--- config.mk ---
export PLATFORM = sky130hd
export DESIGN_NAME = mem_stage_flat
export DESIGN_NICKNAME = d
export VERILOG_FILES = /design/src/rtl/mem_stage_if.sv /design/src/rtl/mem_stage.sv /design/src/flat_wrapper.sv
export SDC_FILE = /design/constraint.sdc
export NUM_CORES = 1
export LEC_CHECK = 0
export CORE_ASPECT_RATIO = 0.7
export CORE_MARGIN = 3
export CORE_UTILIZATION = 40
export CTS_CLUSTER_SIZE = 8
export DETAILED_ROUTE_END_ITERATION = 7
export GPL_ROUTABILITY_DRIVEN = 0
export PLACE_DENSITY = 0.83
export SLEW_MARGIN = 20
export SYNTH_ARGS = -nofsm -noshare
export SYNTH_HDL_FRONTEND = slang
export SYNTH_SLANG_ARGS = --single-unit
--- constraint.sdc ---
create_clock -name clk -period 5.3 [get_ports clk]
set_input_delay 0.53 -clock clk [delete_from_list [all_inputs] [get_ports clk]]
set_output_delay 0.53 -clock clk [all_outputs]
set_load 0.02 [all_outputs]
--- src/rtl/mem_stage_if.sv ---
// Data-memory request/acknowledge port between the pipeline MEM stage and data memory.
interface mem_stage_if;
  logic        mem_req;
  logic        mem_we;
  logic [31:0] mem_addr;
  logic [31:0] mem_wdata;
  logic        mem_ack;
  logic [31:0] mem_rdata;

  modport master (
    output mem_req, mem_we, mem_addr, mem_wdata,
    input  mem_ack, mem_rdata
  );

  modport slave (
    input  mem_req, mem_we, mem_addr, mem_wdata,
    output mem_ack, mem_rdata
  );
endinterface

--- src/rtl/mem_stage.sv ---
// MEM stage: runs load/store transactions on the data-memory port, stalls upstream
// while one is outstanding, and drives the MEM/WB boundary registers.
//
// state  | meaning
// IDLE   | pass EX/MEM contents to WB, or launch a memory access
// ACCESS | mem_req held, waiting for mem_ack or timeout; upstream stalled
module mem_stage #(
  parameter int unsigned TIMEOUT = 255
) (
  input  logic               clk,
  input  logic               rst,
  input  logic [31:0]        alu_result,
  input  logic [31:0]        store_data,
  input  logic [3:0]         wr_dest,
  input  logic               wmem,
  input  logic               rmem,
  input  logic               wreg,
  input  logic               jmp,
  output logic               stall,
  mem_stage_if.master        mem,
  output logic [31:0]        wb_result,
  output logic [3:0]         wb_dest,
  output logic               wb_wreg,
  output logic               wb_jmp,
  output logic               mem_err
);

  typedef enum logic {IDLE, ACCESS} state_t;

  localparam logic [7:0] TO_LAST = 8'(TIMEOUT - 1);

  state_t      state_q, state_d;
  logic [7:0]  cnt_q, cnt_d;
  logic [31:0] lat_alu_q, lat_alu_d;
  logic [3:0]  lat_dest_q, lat_dest_d;
  logic        lat_wreg_q, lat_wreg_d;
  logic        lat_jmp_q, lat_jmp_d;
  logic        lat_store_q, lat_store_d;
  logic        req_q, req_d;
  logic        we_q, we_d;
  logic [31:0] addr_q, addr_d;
  logic [31:0] wdata_q, wdata_d;
  logic [31:0] wb_result_q, wb_result_d;
  logic [3:0]  wb_dest_q, wb_dest_d;
  logic        wb_wreg_q, wb_wreg_d;
  logic        wb_jmp_q, wb_jmp_d;
  logic        err_q, err_d;

  always_ff @(posedge clk or posedge rst) begin
    if (rst) begin
      state_q     <= IDLE;
      cnt_q       <= '0;
      lat_alu_q   <= '0;
      lat_dest_q  <= '0;
      lat_wreg_q  <= 1'b0;
      lat_jmp_q   <= 1'b0;
      lat_store_q <= 1'b0;
      req_q       <= 1'b0;
      we_q        <= 1'b0;
      addr_q      <= '0;
      wdata_q     <= '0;
      wb_result_q <= '0;
      wb_dest_q   <= '0;
      wb_wreg_q   <= 1'b0;
      wb_jmp_q    <= 1'b0;
      err_q       <= 1'b0;
    end else begin
      state_q     <= state_d;
      cnt_q       <= cnt_d;
      lat_alu_q   <= lat_alu_d;
      lat_dest_q  <= lat_dest_d;
      lat_wreg_q  <= lat_wreg_d;
      lat_jmp_q   <= lat_jmp_d;
      lat_store_q <= lat_store_d;
      req_q       <= req_d;
      we_q        <= we_d;
      addr_q      <= addr_d;
      wdata_q     <= wdata_d;
      wb_result_q <= wb_result_d;
      wb_dest_q   <= wb_dest_d;
      wb_wreg_q   <= wb_wreg_d;
      wb_jmp_q    <= wb_jmp_d;
      err_q       <= err_d;
    end
  end

  always_comb begin
    state_d     = state_q;
    cnt_d       = cnt_q;
    lat_alu_d   = lat_alu_q;
    lat_dest_d  = lat_dest_q;
    lat_wreg_d  = lat_wreg_q;
    lat_jmp_d   = lat_jmp_q;
    lat_store_d = lat_store_q;
    req_d       = req_q;
    we_d        = we_q;
    addr_d      = addr_q;
    wdata_d     = wdata_q;
    wb_result_d = wb_result_q;
    wb_dest_d   = wb_dest_q;
    wb_wreg_d   = wb_wreg_q;
    wb_jmp_d    = wb_jmp_q;
    err_d       = err_q;

    case (state_q)
      IDLE: begin
        if (wmem || rmem) begin
          // wmem wins when both are set, so the access is a store
          state_d     = ACCESS;
          cnt_d       = '0;
          lat_alu_d   = alu_result;
          lat_dest_d  = wr_dest;
          lat_wreg_d  = wreg;
          lat_jmp_d   = jmp;
          lat_store_d = wmem;
          req_d       = 1'b1;
          we_d        = wmem;
          addr_d      = alu_result;
          wdata_d     = store_data;
          wb_wreg_d   = 1'b0;
          wb_jmp_d    = 1'b0;
        end else begin
          wb_result_d = alu_result;
          wb_dest_d   = wr_dest;
          wb_wreg_d   = wreg;
          wb_jmp_d    = jmp;
        end
      end
      ACCESS: begin
        if (mem.mem_ack || (cnt_q == TO_LAST)) begin
          // timeout completes like an ack with zero read data; a real ack wins
          state_d   = IDLE;
          req_d     = 1'b0;
          wb_dest_d = lat_dest_q;
          wb_jmp_d  = lat_jmp_q;
          wb_wreg_d = lat_wreg_q && !lat_store_q;
          if (lat_store_q)
            wb_result_d = lat_alu_q;
          else if (mem.mem_ack)
            wb_result_d = mem.mem_rdata;
          else
            wb_result_d = '0;
          if (!mem.mem_ack)
            err_d = 1'b1;
        end else begin
          cnt_d     = cnt_q + 8'd1;
          wb_wreg_d = 1'b0;
          wb_jmp_d  = 1'b0;
        end
      end
      default: state_d = IDLE;
    endcase
  end

  assign stall         = (state_q == ACCESS);
  assign mem.mem_req   = req_q;
  assign mem.mem_we    = we_q;
  assign mem.mem_addr  = addr_q;
  assign mem.mem_wdata = wdata_q;
  assign wb_result     = wb_result_q;
  assign wb_dest       = wb_dest_q;
  assign wb_wreg       = wb_wreg_q;
  assign wb_jmp        = wb_jmp_q;
  assign mem_err       = err_q;

endmodule

--- src/flat_wrapper.sv ---
// flat-port wrapper written by rule: the top's interface ports become plain ports
module mem_stage_flat 
#(
  parameter int unsigned TIMEOUT = 255
)
  (clk, rst, alu_result, store_data, wr_dest, wmem, rmem, wreg, jmp, stall, wb_result, wb_dest, wb_wreg, wb_jmp, mem_err, mem_mem_req, mem_mem_we, mem_mem_addr, mem_mem_wdata, mem_mem_ack, mem_mem_rdata);
  mem_stage_if mem_i ();
  input  logic clk;
  input  logic rst;
  input  logic [31:0] alu_result;
  input  logic [31:0] store_data;
  input  logic [3:0] wr_dest;
  input  logic wmem;
  input  logic rmem;
  input  logic wreg;
  input  logic jmp;
  output logic stall;
  output logic [31:0] wb_result;
  output logic [3:0] wb_dest;
  output logic wb_wreg;
  output logic wb_jmp;
  output logic mem_err;
  output wire logic [$bits(mem_i.mem_req)-1:0] mem_mem_req;
  output wire logic [$bits(mem_i.mem_we)-1:0] mem_mem_we;
  output wire logic [$bits(mem_i.mem_addr)-1:0] mem_mem_addr;
  output wire logic [$bits(mem_i.mem_wdata)-1:0] mem_mem_wdata;
  input wire logic [$bits(mem_i.mem_ack)-1:0] mem_mem_ack;
  input wire logic [$bits(mem_i.mem_rdata)-1:0] mem_mem_rdata;
  assign mem_mem_req = mem_i.mem_req;
  assign mem_mem_we = mem_i.mem_we;
  assign mem_mem_addr = mem_i.mem_addr;
  assign mem_mem_wdata = mem_i.mem_wdata;
  assign mem_i.mem_ack = mem_mem_ack;
  assign mem_i.mem_rdata = mem_mem_rdata;
  mem_stage #(.TIMEOUT(TIMEOUT)) u_core (.clk(clk), .rst(rst), .alu_result(alu_result), .store_data(store_data), .wr_dest(wr_dest), .wmem(wmem), .rmem(rmem), .wreg(wreg), .jmp(jmp), .stall(stall), .mem(mem_i), .wb_result(wb_result), .wb_dest(wb_dest), .wb_wreg(wb_wreg), .wb_jmp(wb_jmp), .mem_err(mem_err));
endmodule
-- After elaboration in Yosys (flattened, before gate mapping)
Cells that the tools add are included.
- input port bits: 107
- word-level logic and storage cells: 54
- flip-flop bits (word level): 120
- output and inout port bits: 106
- mux-type cells: 23
- reduce and logical (&&, ||, !) cells: 9
- $add $sub $neg: 1
- bitwise logic cells: 2
- equality and inequality tests: 5
- operators by type and width (kind ; count):
    $mux W32 ; 4
    $pmux W32 S2 ; 1
    $mux W8 ; 2
    $pmux W8 S2 ; 1
    $add A8 B1 Y8 const B ; 1
    $eq A8 B8 Y1 const B ; 1
    $mux W1 ; 8
    $mux W4 ; 2
    $pmux W1 S2 ; 4
    $pmux W4 S2 ; 1
    $reduce_and A2 Y1 ; 4
    $ne A2 B2 Y1 const B ; 3
    $reduce_and A3 Y1 ; 1
    $logic_or A1 B1 Y1 ; 2
    $ne A2 B1 Y1 const B ; 1
    $not A1 Y1 ; 2
    $logic_and A1 B1 Y1 ; 1
    $logic_not A1 Y1 ; 1

-- Depth between registers and ports, before layout
- depth in word-level cells: 4
- depth in mapped cells: 7
- depth with buffers taken out: 6

-- Worst setup path before layout
No wires, ideal clock.
- path kind: reg2reg
- from: register u_core.cnt_q[0]
- to: register u_core.wb_result_q[25] (netlist: u_core.wb_result[25])
- required time: 5.175 ns
- path slack: 3.489 ns
- arrival time: 1.686 ns
- library setup time: 0.125 ns
- period minus slack after synthesis: 1.811 ns
- cell stages (with the launch flop): 7
- cells stage by stage: dfrtp_1 -> inv_1 -> ha_1 -> and4_1 -> a221o_1 -> buf_2 -> mux2_4
- word-level cells in the longest chain between the ends: 4
- ends and longest elaborated chain (element ; line ; source):
    from (decl) ; mem_stage.sv:33 ; logic [7:0] cnt_q, cnt_d;
    from (signal assigned) ; mem_stage.sv:69 ; cnt_q <= cnt_d;
    $eq A8 B8 Y1 ; mem_stage.sv:130 ; if (mem.mem_ack || (cnt_q == TO_LAST)) begin
    $logic_or A1 B1 Y1 ; mem_stage.sv:130 ;
    $ne A2 B2 Y1 (no line) ; - ;
    $reduce_and A2 Y1 (no line) ; - ;
    to (signal assigned) ; mem_stage.sv:79 ; wb_result_q <= wb_result_d;
    to (decl) ; mem_stage.sv:43 ; logic [31:0] wb_result_q, wb_result_d;
No other way between the ends.
A chain may end at the register's enable or synchronous reset.

==> impl_metrics.ini <==
[yosys]
ys_seq_elements = 120
synth_cell_type_count = 33
yosysSeqAreaShare_pct = 55.84
ys_warn_count = 0
syn_avg_cell_area_um2 = 12.87
synthesis.area_um2 = 5378
syn_nets = 527
synthCells = 418
synthTopCellsByArea = dfrtp_1, mux2_2, mux2_4
yosysTopAreaCell = dfrtp_1
post-synth-top-area-fraction_pct = 55.84

[clocking]
cts_made_buffers = 17
clockBufferDepth = 2
clkSinkCount = 120
cts_tree = done
cts_hold_buf = 0
htree_levels = 4
post_cts_buffers = 0
cts_resized = 0
cts_root_buf = clkbuf_16
clk_latency_ns = 0.40
clk_pin_slew_ns = 0.06

[route]
vias_per_cell = 5.297
finalWirelength_um = 15620
drtIter0Drc = 171
dr_wl_met3_um = 1526
wl_per_cell_um = 19.47
antenna_left = 0
dr_wl_met2_um = 7642
drc_errors = 0
drtPass1Iterations = 5
m1WireLength_um = 6136
dr.max_layer_used = met4
vias = 4248

[die]
dieArea_um2 = 14890
die_h_um = 103.0
core_um2 = 12760
die_x_um = 144.6
ios = 213
initial_utilization_pct = 42.14
fp-row-count = 34

[sta]
finalSetupViolations = 0
slew_viol_final = 0
post-route-period-util_pct = 47.63
setup-tns-final_ns = 0
post-route-min-period_ns = 2.524
fmax_mhz = 396.2
worstMarginPinSlew_ns = 0.9766
finalHoldViolCount = 0
finalClockSkew_ns = 0.008221
grt_setup_unrepaired = no
slew_headroom_pct = 34.72

[global_route]
grt_first_pass_wirelength_um = 24120
grt_max_degree = 89
grt_antenna_before_repair = 0
grt_overflow = 0
grt_usage_pct = 21.02
grt_pass1_vias = 4622

[layout]
synthToLayoutAreaGrowth_pct = 52.79
n_antenna_cell = 0
layout-drive-gt1-share_pct = 22.50
layout_commonest_cell = clkdlybuf4s50_1
layout_common_cells = clkdlybuf4s50_1, dfrtp_1, mux2_2, a21oi_1, nor2_1
nets = 736
layout.cells.non_filler = 802

[critical_path]
critical_path_required_ns = 4.77
crit_buf_inv = 1
cp_top_family = flip-flops
cp.arrival_ns = 1.99
criticalPathCategory = flop to primary output
worstPathMaxFanout = 19
crit_path_start_kind = flop
worst_setup_path_end_kind = primary output
path_cells = clkdlybuf4s50_1
slowest_stage = dfrtp_1
cp_slowest_stage_delay_ns = 0.84

[min_path]
hold_class = flop to flop

[place]
dp.cells = 770
hpwl_um = 11030
port_buffers = 212

[power_and_ir_drop]
p_leak_nw = 3.451
irDropWorstVdd_v = 0.0002677
total_power_mw = 3.798
power_density_nw_per_um2 = 462.3

[outcome]
status = finished, final reports clean

[job]
maxCapViolCount = 0
## sequential cells by signal (all words and copies together), names as in the netlist
signal                flops
u_core.stall              1
u_core.lat_jmp_q          1
u_core.wb_dest            4
u_core.lat_dest_q         4
u_core.mem.mem_wdata     32
u_core.lat_alu_q         32
u_core.wb_result         32
u_core.lat_store_q        1
u_core.lat_wreg_q         1
u_core.mem_err            1
u_core.wb_wreg            1
u_core.wb_jmp             1
u_core.mem.mem_req        1
u_core.cnt_q              8
## area by class of cell
| class | count | area [um2] |
|---|---|---|
| sequential | 120 | 3004 |
| timing repair buffer | 219 | 2175 |
| clock inverter | 10 | 120.1 |
| multi-input combinational | 261 | 2206 |
| tap | 162 | 202.7 |
| fill | 918 | 4546 |
| clock buffer | 22 | 474.2 |
| inverter | 8 | 35.03 |
## through the flow
| stage | util (%) | setup slack, ns | instance area, um2 | hold slack, ns |
|---|---|---|---|---|
| 2_1_floorplan | - | 1.584 | 5378 | 0.4606 |
| 3_3_place_gp | 59.71 | 2.522 | 7620 | 0.4662 |
| 3_5_place_dp | 59.71 | 2.469 | 7620 | 0.4806 |
| 4_1_cts | 64.36 | 2.720 | 8214 | 0.4926 |
| 5_1_grt | 64.38 | 2.679 | 8217 | 0.5158 |
| 6_report | 64.38 | 2.776 | 8217 | 0.4912 |
## metal layers
layer  up-vias  global-route usage [%]
met5         -                       0
met4         0                   7.814
met3        26                   8.577
met2       187                   35.50
met1      2108                   24.26
li1       1927                       -
## synthesized netlist by cell type
cell type and n:
a211oi_1 1, a21o_1 1, a21oi_1 39, a221o_1 1, a22o_1 1, a22oi_1 31, a32o_1 1, a41oi_1 1
and2_1 2, and3_1 2, and4_1 2, buf_2 12, buf_6 4, clkbuf_1 13, dfrtp_1 120, ha_1 2
inv_1 8, mux2_2 71, mux2_4 31, mux2i_1 4, nand2_1 6, nand2b_1 1, nand3_1 4, nand4_1 1
nor2_1 36, nor2b_1 2, nor3_1 1, o211ai_1 2, o21a_1 3, o21ai_0 10, o21bai_1 1, o31a_1 2
o41ai_1 2
## logic make-up (layout without fill, tap and decap cells)
group | Yosys count | count (layout) | share of synthesized area, %
buffers and inverters | 37 | 259 | 3.420
and+or+nand+nor | 57 | 57 | 4.653
muxes | 106 | 106 | 24.27
AOI/OAI and AO/OA | 96 | 96 | 11.35
adders and majority gates | 2 | 2 | 0.4653
DFF | 120 | 120 | 55.84
## final timing paths
kind                               startpoint                      end  slack, ns  cells past startpoint
max reg2reg                      u_core.stall     u_core.wb_result[10]       2.99                      4
max in group asynchronous                 rst  u_core.mem.mem_wdata[3]       3.66                      3
min reg2reg                    u_core.mem_err           u_core.mem_err       0.49                      1
min in group asynchronous                 rst  u_core.mem.mem_wdata[6]       0.66                      2
max                        u_core.lat_store_q               mem_mem_we       2.78                      1
min                            u_core.mem_err           u_core.mem_err       0.49                      1
## report_power, final
part           internal, mW  total (mW)  switching, mW
combinational         0.725        1.34          0.611
sequential             1.15        1.32          0.172
clock                 0.731        1.14          0.413
total                  2.60        3.80           1.20
Note: power is estimated with default switching activity, not from simulation.
